### src/rtl/timed_queue.sv
// Circular FIFO that tags every entry with the number of enabled edges it has waited.
// Optional build macro TIMED_QUEUE_DROP_OLDEST_EN: a push to a full queue evicts the head.
module timed_queue #(
  parameter int DATA_W = 64,
  parameter int DEPTH  = 4,
  parameter int AGE_W  = 16
) (
  input  logic                       clk,
  input  logic                       rst,
  input  logic                       en,
  input  logic                       push,
  input  logic                       pop,
  input  logic signed [DATA_W-1:0]   data,
  output logic                       push_valid,
  output logic                       pop_valid,
  output logic signed [DATA_W-1:0]   out,
  output logic [AGE_W-1:0]           waited,
`ifdef TIMED_QUEUE_DROP_OLDEST_EN
  output logic                       dropped,
`endif
  output logic [$clog2(DEPTH):0]     count,
  output logic                       full,
  output logic                       empty
);

  localparam int PTR_W = $clog2(DEPTH);
  localparam int CNT_W = PTR_W + 1;
  localparam logic [PTR_W-1:0] PTR_ONE  = PTR_W'(1'b1);
  localparam logic [PTR_W-1:0] PTR_ZERO = {PTR_W{1'b0}};
  localparam logic [CNT_W-1:0] CNT_ONE  = CNT_W'(1'b1);
  localparam logic [CNT_W-1:0] CNT_ZERO = {CNT_W{1'b0}};
  localparam logic [CNT_W-1:0] CNT_FULL = CNT_W'(DEPTH);
  localparam logic [AGE_W-1:0] AGE_ONE  = AGE_W'(1'b1);
  localparam logic [AGE_W-1:0] AGE_ZERO = {AGE_W{1'b0}};
  localparam logic [AGE_W-1:0] AGE_MAX  = {AGE_W{1'b1}};

  // Saturating age increment
  function automatic logic [AGE_W-1:0] age_inc(input logic [AGE_W-1:0] age);
    if (age == AGE_MAX) begin
      return age;
    end else begin
      return age + AGE_ONE;
    end
  endfunction

  logic signed [DATA_W-1:0] mem_r [DEPTH];
  logic [AGE_W-1:0]         age_r [DEPTH];
  logic [PTR_W-1:0]         wr_ptr_r;
  logic [PTR_W-1:0]         rd_ptr_r;
  logic [CNT_W-1:0]         count_r;
  logic                     push_valid_r;
  logic                     pop_valid_r;
  logic signed [DATA_W-1:0] out_r;
  logic [AGE_W-1:0]         waited_r;
`ifdef TIMED_QUEUE_DROP_OLDEST_EN
  logic                     dropped_r;
`endif

  logic                     full_s;
  logic                     empty_s;
  logic                     pop_acc_s;
  logic                     push_acc_s;
  logic                     drop_s;
  logic                     rd_adv_s;
  logic [CNT_W-1:0]         count_nxt_s;
  logic [PTR_W-1:0]         off_s [DEPTH];
  logic                     occ_s [DEPTH];

  assign full_s  = (count_r == CNT_FULL);
  assign empty_s = (count_r == CNT_ZERO);

  // Accept decisions for the current edge
  always_comb begin
    pop_acc_s  = 1'b0;
    push_acc_s = 1'b0;
    drop_s     = 1'b0;
    if (pop && !empty_s) begin
      pop_acc_s = 1'b1;
    end else begin
      pop_acc_s = 1'b0;
    end
    if (push && (!full_s || pop_acc_s)) begin
      push_acc_s = 1'b1;
    end
`ifdef TIMED_QUEUE_DROP_OLDEST_EN
    else if (push) begin
      // full with no pop: evict the head so the new entry fits
      push_acc_s = 1'b1;
      drop_s     = 1'b1;
    end
`endif
    else begin
      push_acc_s = 1'b0;
    end
  end

  // Read pointer movement and next occupancy
  always_comb begin
    rd_adv_s    = pop_acc_s || drop_s;
    count_nxt_s = count_r;
    if (push_acc_s && !rd_adv_s) begin
      count_nxt_s = count_r + CNT_ONE;
    end else if (!push_acc_s && rd_adv_s) begin
      count_nxt_s = count_r - CNT_ONE;
    end else begin
      count_nxt_s = count_r;
    end
  end

  // Slot i is occupied when its distance from the head is below the occupancy
  always_comb begin
    for (int i = 0; i < DEPTH; i++) begin
      off_s[i] = PTR_W'(i) - rd_ptr_r;
      occ_s[i] = ({1'b0, off_s[i]} < count_r);
    end
  end

  // Payload storage; occupancy gates every read so no reset is needed
  always_ff @(posedge clk) begin
    if (rst && en && push_acc_s) begin
      mem_r[wr_ptr_r] <= data;
    end
  end

  // Pointers and occupancy
  always_ff @(posedge clk) begin
    if (!rst) begin
      wr_ptr_r <= PTR_ZERO;
      rd_ptr_r <= PTR_ZERO;
      count_r  <= CNT_ZERO;
    end else if (en) begin
      if (push_acc_s) begin
        wr_ptr_r <= wr_ptr_r + PTR_ONE;
      end
      if (rd_adv_s) begin
        rd_ptr_r <= rd_ptr_r + PTR_ONE;
      end
      count_r <= count_nxt_s;
    end
  end

  // Per-entry wait counters; a freshly written slot restarts at zero
  always_ff @(posedge clk) begin
    if (!rst) begin
      for (int i = 0; i < DEPTH; i++) begin
        age_r[i] <= AGE_ZERO;
      end
    end else if (en) begin
      for (int i = 0; i < DEPTH; i++) begin
        if (push_acc_s && (PTR_W'(i) == wr_ptr_r)) begin
          age_r[i] <= AGE_ZERO;
        end else if (occ_s[i]) begin
          age_r[i] <= age_inc(age_r[i]);
        end
      end
    end
  end

  // Registered result pulses and popped payload
  always_ff @(posedge clk) begin
    if (!rst) begin
      push_valid_r <= 1'b0;
      pop_valid_r  <= 1'b0;
      out_r        <= {DATA_W{1'b0}};
      waited_r     <= AGE_ZERO;
`ifdef TIMED_QUEUE_DROP_OLDEST_EN
      dropped_r    <= 1'b0;
`endif
    end else if (en) begin
      push_valid_r <= push_acc_s;
      pop_valid_r  <= pop_acc_s;
`ifdef TIMED_QUEUE_DROP_OLDEST_EN
      dropped_r    <= drop_s;
`endif
      if (pop_acc_s) begin
        // the pop edge itself counts as one more edge of waiting
        out_r    <= mem_r[rd_ptr_r];
        waited_r <= age_inc(age_r[rd_ptr_r]);
      end
    end
  end

  assign push_valid = push_valid_r;
  assign pop_valid  = pop_valid_r;
  assign out        = out_r;
  assign waited     = waited_r;
  assign count      = count_r;
  assign full       = full_s;
  assign empty      = empty_s;
`ifdef TIMED_QUEUE_DROP_OLDEST_EN
  assign dropped    = dropped_r;
`endif

endmodule

### config.mk
export PLATFORM = sky130hd
export DESIGN_NAME = timed_queue
export DESIGN_NICKNAME = d
export VERILOG_FILES = /design/src/rtl/timed_queue.sv
export SDC_FILE = /design/constraint.sdc
export NUM_CORES = 1
export LEC_CHECK = 0
export BUFFER_PORTS_ARGS = -buffer_cell sky130_fd_sc_hd__buf_2
export CORE_ASPECT_RATIO = 0.8
export CORE_MARGIN = 2
export CORE_UTILIZATION = 30
export CTS_CLUSTER_SIZE = 14
export DETAILED_ROUTE_END_ITERATION = 8
export PLACE_DENSITY = 0.56
export RECOVER_POWER = 100
export SYNTH_ARGS = -nofsm -noshare
export SYNTH_HDL_FRONTEND = slang
export SYNTH_SLANG_ARGS = --single-unit
### constraint.sdc
create_clock -name clk -period 3.9 [get_ports clk]
set_input_delay 0.78 -clock clk [delete_from_list [all_inputs] [get_ports clk]]
set_output_delay 0.78 -clock clk [all_outputs]
set_load 0.02 [all_outputs]
# Word-level counts from Yosys, hierarchy flattened

Memories as Yosys holds them, arrays and structs flattened. A register that Yosys moved wholly into a read port is not among the register bits.
Index checks and enable logic that the tools add are counted.

Memories: 2
Flip-flop bits (word level): 25
RAM bits: 320
Word-level logic and storage cells: 138
Output and inout bits: 87

Memories:

| memory | depth | bits a word | rd ports | clocked after memory_dff | write ports | line | RTL |
|---|---|---|---|---|---|---|---|
| mem_r  | 4     | 64          | 1        | 1                        | 1           | 46   | `logic signed [DATA_W-1:0] mem_r [DEPTH];` |
| age_r  | 4     | 16          | 5        | 1                        | 4           | 47   | `logic [AGE_W-1:0] age_r [DEPTH];` |

Muxes and demuxes: 74
$lt $le $gt $ge: 4
Equal/unequal tests: 9
Bitwise operators: 8
Reduce and logical (&&, ||, !) cells: 22
Add/sub/neg operators: 13

Operators by type and width:

| kind                                                                | count |
|---|---|
| 16-bit two-way mux                                                  | 29 |
| 16-bit by 1-bit adder with 16-bit output (second input constant)    | 5 |
| 16-bit == test (second input constant)                              | 5 |
| 1-bit two-way mux                                                   | 41 |
| 2-bit by 3-bit less-than comparator with 1-bit output               | 4 |
| 1-bit logical AND                                                   | 10 |
| 1-bit bitwise OR                                                    | 8 |
| 3-bit two-way mux                                                   | 2 |
| 2-bit AND reduction                                                 | 3 |
| 1-bit zero test                                                     | 5 |
| 2-bit by 1-bit adder with 2-bit output (second input constant)      | 2 |
| 2-bit == test (first input constant)                                | 2 |
| 2-bit two-way mux                                                   | 2 |
| 1-bit by 2-bit subtractor with 2-bit output (first input constant)  | 2 |
| 2-bit subtractor (first input constant)                             | 2 |
| 3-bit by 1-bit adder with 3-bit output (second input constant)      | 1 |
| 3-bit == test (second input constant)                               | 1 |
| 3-bit zero test                                                     | 1 |
| 3-bit by 1-bit subtractor with 3-bit output (second input constant) | 1 |
| 1-bit by 2-bit == test with 1-bit output (first input constant)     | 1 |
| 2-bit zero test                                                     | 1 |
| 2-bit nonzero test                                                  | 1 |
| 1-bit logical OR                                                    | 1 |

# Logic depth before layout (Yosys ltp)

Depth after elaboration: 14
Mapped depth: 10

# Worst setup path after synthesis

Ideal clock, no wire load.

Path type: register -> register
Start point: register count_r[0], in the netlist count[0]
End point: memory mem_r[0][0] (enable)
Required time: 3.471 ns
Period minus slack after synthesis: 3.758 ns
Path buffers: 2
Setup time: 0.429 ns
Data arrival time: 3.329 ns
Setup slack: 0.142 ns
Stages on the path, launching flop included: 7
Cells stage by stage: dfxtp_1 -> clkbuf_1 -> nor3b_1 -> a21boi_1 -> and2_1 -> clkbuf_1 -> and3_1

RTL lines:

| item                                    | line | RTL |
|---|---|---|
| start: declaration                      | 50   | `logic [CNT_W-1:0] count_r;` |
| start signal: assignment                | 138  | `count_r <= count_nxt_s;` |
| 3-bit == test                           | 69   | `assign full_s = (count_r == CNT_FULL);` |
| named net full                          | 22   | `output logic full,` |
| 1-bit zero test                         | 82   | `if (push && (!full_s \|\| pop_acc_s)) begin` |
| 1-bit logical OR                        | 82   |  |
| 1-bit logical AND                       | 82   |  |
| 1-bit two-way mux                       | 82   |  |
| named net push_acc_s                    | 62   | `logic push_acc_s;` |
| 1-bit logical AND                       | 120  | `if (rst && en && push_acc_s) begin` |
| 1-bit two-way mux                       | 120  |  |
| 1-bit two-way mux (implied by the code) | 121  | `mem_r[wr_ptr_r] <= data;` |
| end: declaration                        | 46   |  |

The timed path passes the listed nets, and every way through them passes these cells.

==> impl_metrics.ini <==
[outcome]
status = finished, violations left
violations = max-capacitance violations, max-slew violations

[routing]
drtIter0Drc = 795
vias_per_cell = 4.72
detail-route-antenna-nets = 0
wl_per_cell_um = 18.7
vias = 9943
wirelength_um = 39500
drcViolationCount = 0
firstDrtPassIters = 7

[sta]
tns_ns = 0
max_slew_margin_pct = -15.2
skew_ns = 0.00948
final-setup-viol-count = 0
fmax_mhz = 316
fin_crit_sh_pct = 81.0
fin_crit_ns = 3.16
finalHoldViolCount = 0
slew_viol_final = 21
rsz0062_at_grt = false
worst_slew_pin_slew_ns = 1.72

[cts]
numCtsBuffers = 43
cts_tree = done
hold_buffers = 0
h-tree-depth = 2
cts_root_buffer = clkbuf_16
post-cts-setup-buffers = 0
cts.reportedPaths.clkPinSlew_ns = 0.06
clock_sinks = 411
clk_latency_ns = 0.56
cts_resized = 0
cts_buffer_depth = 3

[logic_synthesis]
synthArstFlopShare_pct = 0
synth_edf_count = 320
synthesis.instances = 1144
synthFlopType = edfxtp_1
ys_seq_area_share_pct = 67.2
ys_seq_elements = 411
synth.cell_area_mm2 = 0.0170
ys_warn_count = 0
yosysUniqueCellTypes = 55
synth_nets = 1228
synth.avg_cell_area_um2 = 14.9
yosysTopAreaCell = edfxtp_1
ys_top_cells_by_area = edfxtp_1 56%, dfxtp_1 11%, mux4_2 9.7%
synth_top_area_share_pct = 56.5

[layout]
drive_gt1_share_pct = 13.2
finalNonFillerCells = 2108
nets = 1394
syn_to_final_growth_pct = 17.0

[pwr]
p_total_mw = 10.4
leakage_nw = 6.24
ir_drop_mv = 0.289
p_per_area_mw_per_mm2 = 524

[hold_path]
hold_depth = 2
worstHoldStart = out[17]
hp-class = register to register
hold_end = out[17]

[place]
place.gp.congestion = 0.806
post-place-cells = 2025
hpwl_um = 25500
portBuffers = 155

[global_route]
grt_pass1_vias = 9664
grt.total_usage_pct = 13.3
grt_pass1_wl_um = 59800
grt_max_degree = 65
antenna_found_initial = 4
grt_remaining_overflow = 0

[die]
initial_utilization_pct = 30.2
die_x_um = 270
dieArea_mm2 = 0.0586
die_y_um = 217
ios = 156
core_area_mm2 = 0.0564
num_rows = 78

[worst_setup_path]
reg2reg_depth = 7
cp_slowest_stage_delay_ns = 0.78
end_kind = register
criticalPathCategory = register to register
cp-start-kind = register
crit_slowest_cell = mux4_1
cp_top_family = simple AND/OR/NAND/NOR gates
worst_ep_arrival_time_ns = 3.65
r2r-end = waited[9]
cp_cell_sequence = clkbuf_1, mux4_1, nand4_2, nor4_1, buf_4, or4_1, a31oi_1
critPathBufInv = 2
cp.required_ns = 4.39
reg2reg_slack_ns = 0.74
crit_fanout = 12

[job]
cap_violations = 1
## per-layer routing
| metal | track usage, % | wire [um] | up-vias | share of wire, % |
|---|---|---|---|---|
| li1 | - | - | 4635 | - |
| met1 | 19.7 | 19200 | 4967 | 49 |
| met2 | 19.7 | 17000 | 281 | 43 |
| met3 | 3.16 | 2540 | 58 | 6.4 |
| met4 | 3.57 | 692 | 2 | 1.8 |
| met5 | 0 | 16 | - | 0.041 |
## final cells by class
type	instances	area (um^2)
clock buffer	60	1260
inverter	16	60.1
fill	5582	36500
antenna	3	7.51
multi-input combinational	657	5220
sequential	411	11400
timing repair buffer	181	818
tap	760	951
clock inverter	20	146
## worst max path at each step
stage / slack [ns] / cells past startpoint / to / startpoint
2_1_floorplan: 0.14 / 6 / mem_r[0][0] / count[0]
5_1_grt: 0.49 / 6 / age_r[1][11] / rd_ptr_r[0]
3_5_place_dp: 0.98 / 4 / mem_r[2][7] / rst
3_3_place_gp: 1.01 / 4 / mem_r[2][5] / rst
6_report: 0.74 / 7 / waited[9] / register
4_1_cts: 1.09 / 7 / waited[9] / register
## placed cells by master, fill, tap and decap left out, types with 4 or more instances in the layout
| cell | count |
|---|---|
| edfxtp_1 | 320 |
| clkbuf_1 | 167 |
| nand2_1 | 164 |
| dfxtp_1 | 89 |
| nor2_1 | 87 |
| mux4_2 | 73 |
| a21boi_0 | 68 |
| clkbuf_16 | 47 |
| xnor2_1 | 34 |
| nand3_1 | 33 |
| and3_1 | 29 |
| xor2_1 | 29 |
| o21ai_0 | 17 |
| inv_1 | 16 |
| ha_1 | 14 |
| buf_4 | 14 |
| nand4_1 | 12 |
| a21oi_1 | 11 |
| o211ai_1 | 10 |
| clkinv_2 | 9 |
| and4_1 | 8 |
| mux4_1 | 7 |
| and2_1 | 6 |
| mux2i_1 | 6 |
| buf_12 | 5 |
| a31oi_1 | 4 |
| clkbuf_8 | 4 |
| clkinv_1 | 4 |
## state kept, by name, summed over array words and instances (netlist names), named ones only
| signal | cells |
|---|---|
| mem_r | 256 |
| push_valid | 1 |
| out | 64 |
| age_r | 64 |
| count | 3 |
| pop_valid | 1 |
| waited | 16 |
| wr_ptr_r | 2 |
| rd_ptr_r | 2 |
## cell usage after synthesis (3+ instances only)
cell / number
nand4_1: 12
nand3_1: 33
buf_6: 4
o31ai_1: 3
and2_1: 8
inv_1: 16
mux4_1: 7
and4_1: 8
mux2i_1: 6
o211ai_1: 10
a21boi_0: 62
dfxtp_1: 91
buf_2: 8
nor2_1: 86
xnor2_1: 34
nand2_1: 164
mux4_2: 73
ha_1: 14
nor3b_1: 3
a21boi_1: 7
nor2b_1: 3
edfxtp_1: 320
xor2_1: 29
and3_1: 32
clkbuf_1: 43
a31oi_1: 4
o21ai_0: 15
a21oi_1: 11
## logic make-up after synthesis
family / count (synthesis) / share of synthesized area, %
buffers and inverters: 76 / 2.16
DFF: 411 / 67.2
AOI/OAI and AO/OA: 123 / 5.04
muxes: 87 / 11.2
adders and majority gates: 15 / 1.15
and+or+nand+nor: 369 / 10.1
xor gates and xnor gates: 63 / 3.24
## metrics by stage
stage               util, %  cell area (um^2)  worst slack (ns)  hold WS, ns
floorplan                 -             17000             0.142        0.476
global placement       33.2             18700              1.01        0.446
detailed placement     33.2             18700             0.983        0.449
CTS                    35.7             20100              1.09        0.390
global route           35.3             19900             0.491        0.470
finish                 35.3             19900             0.740        0.459
## tightest hold or removal path: stages (launching register included)
cell	delay, ns
dfxtp_1	0.30
nand2_1	0.04
a21boi_0	0.06
## power by group
part	switching, mW	internal [mW]	total, mW	leakage (nW)
logic	0.721	0.452	1.17	1.82
registers	0.240	4.95	5.19	3.72
clock network	1.72	2.35	4.07	0.699
total	2.68	7.75	10.4	6.24
Power figures use the tool's default switching activity.
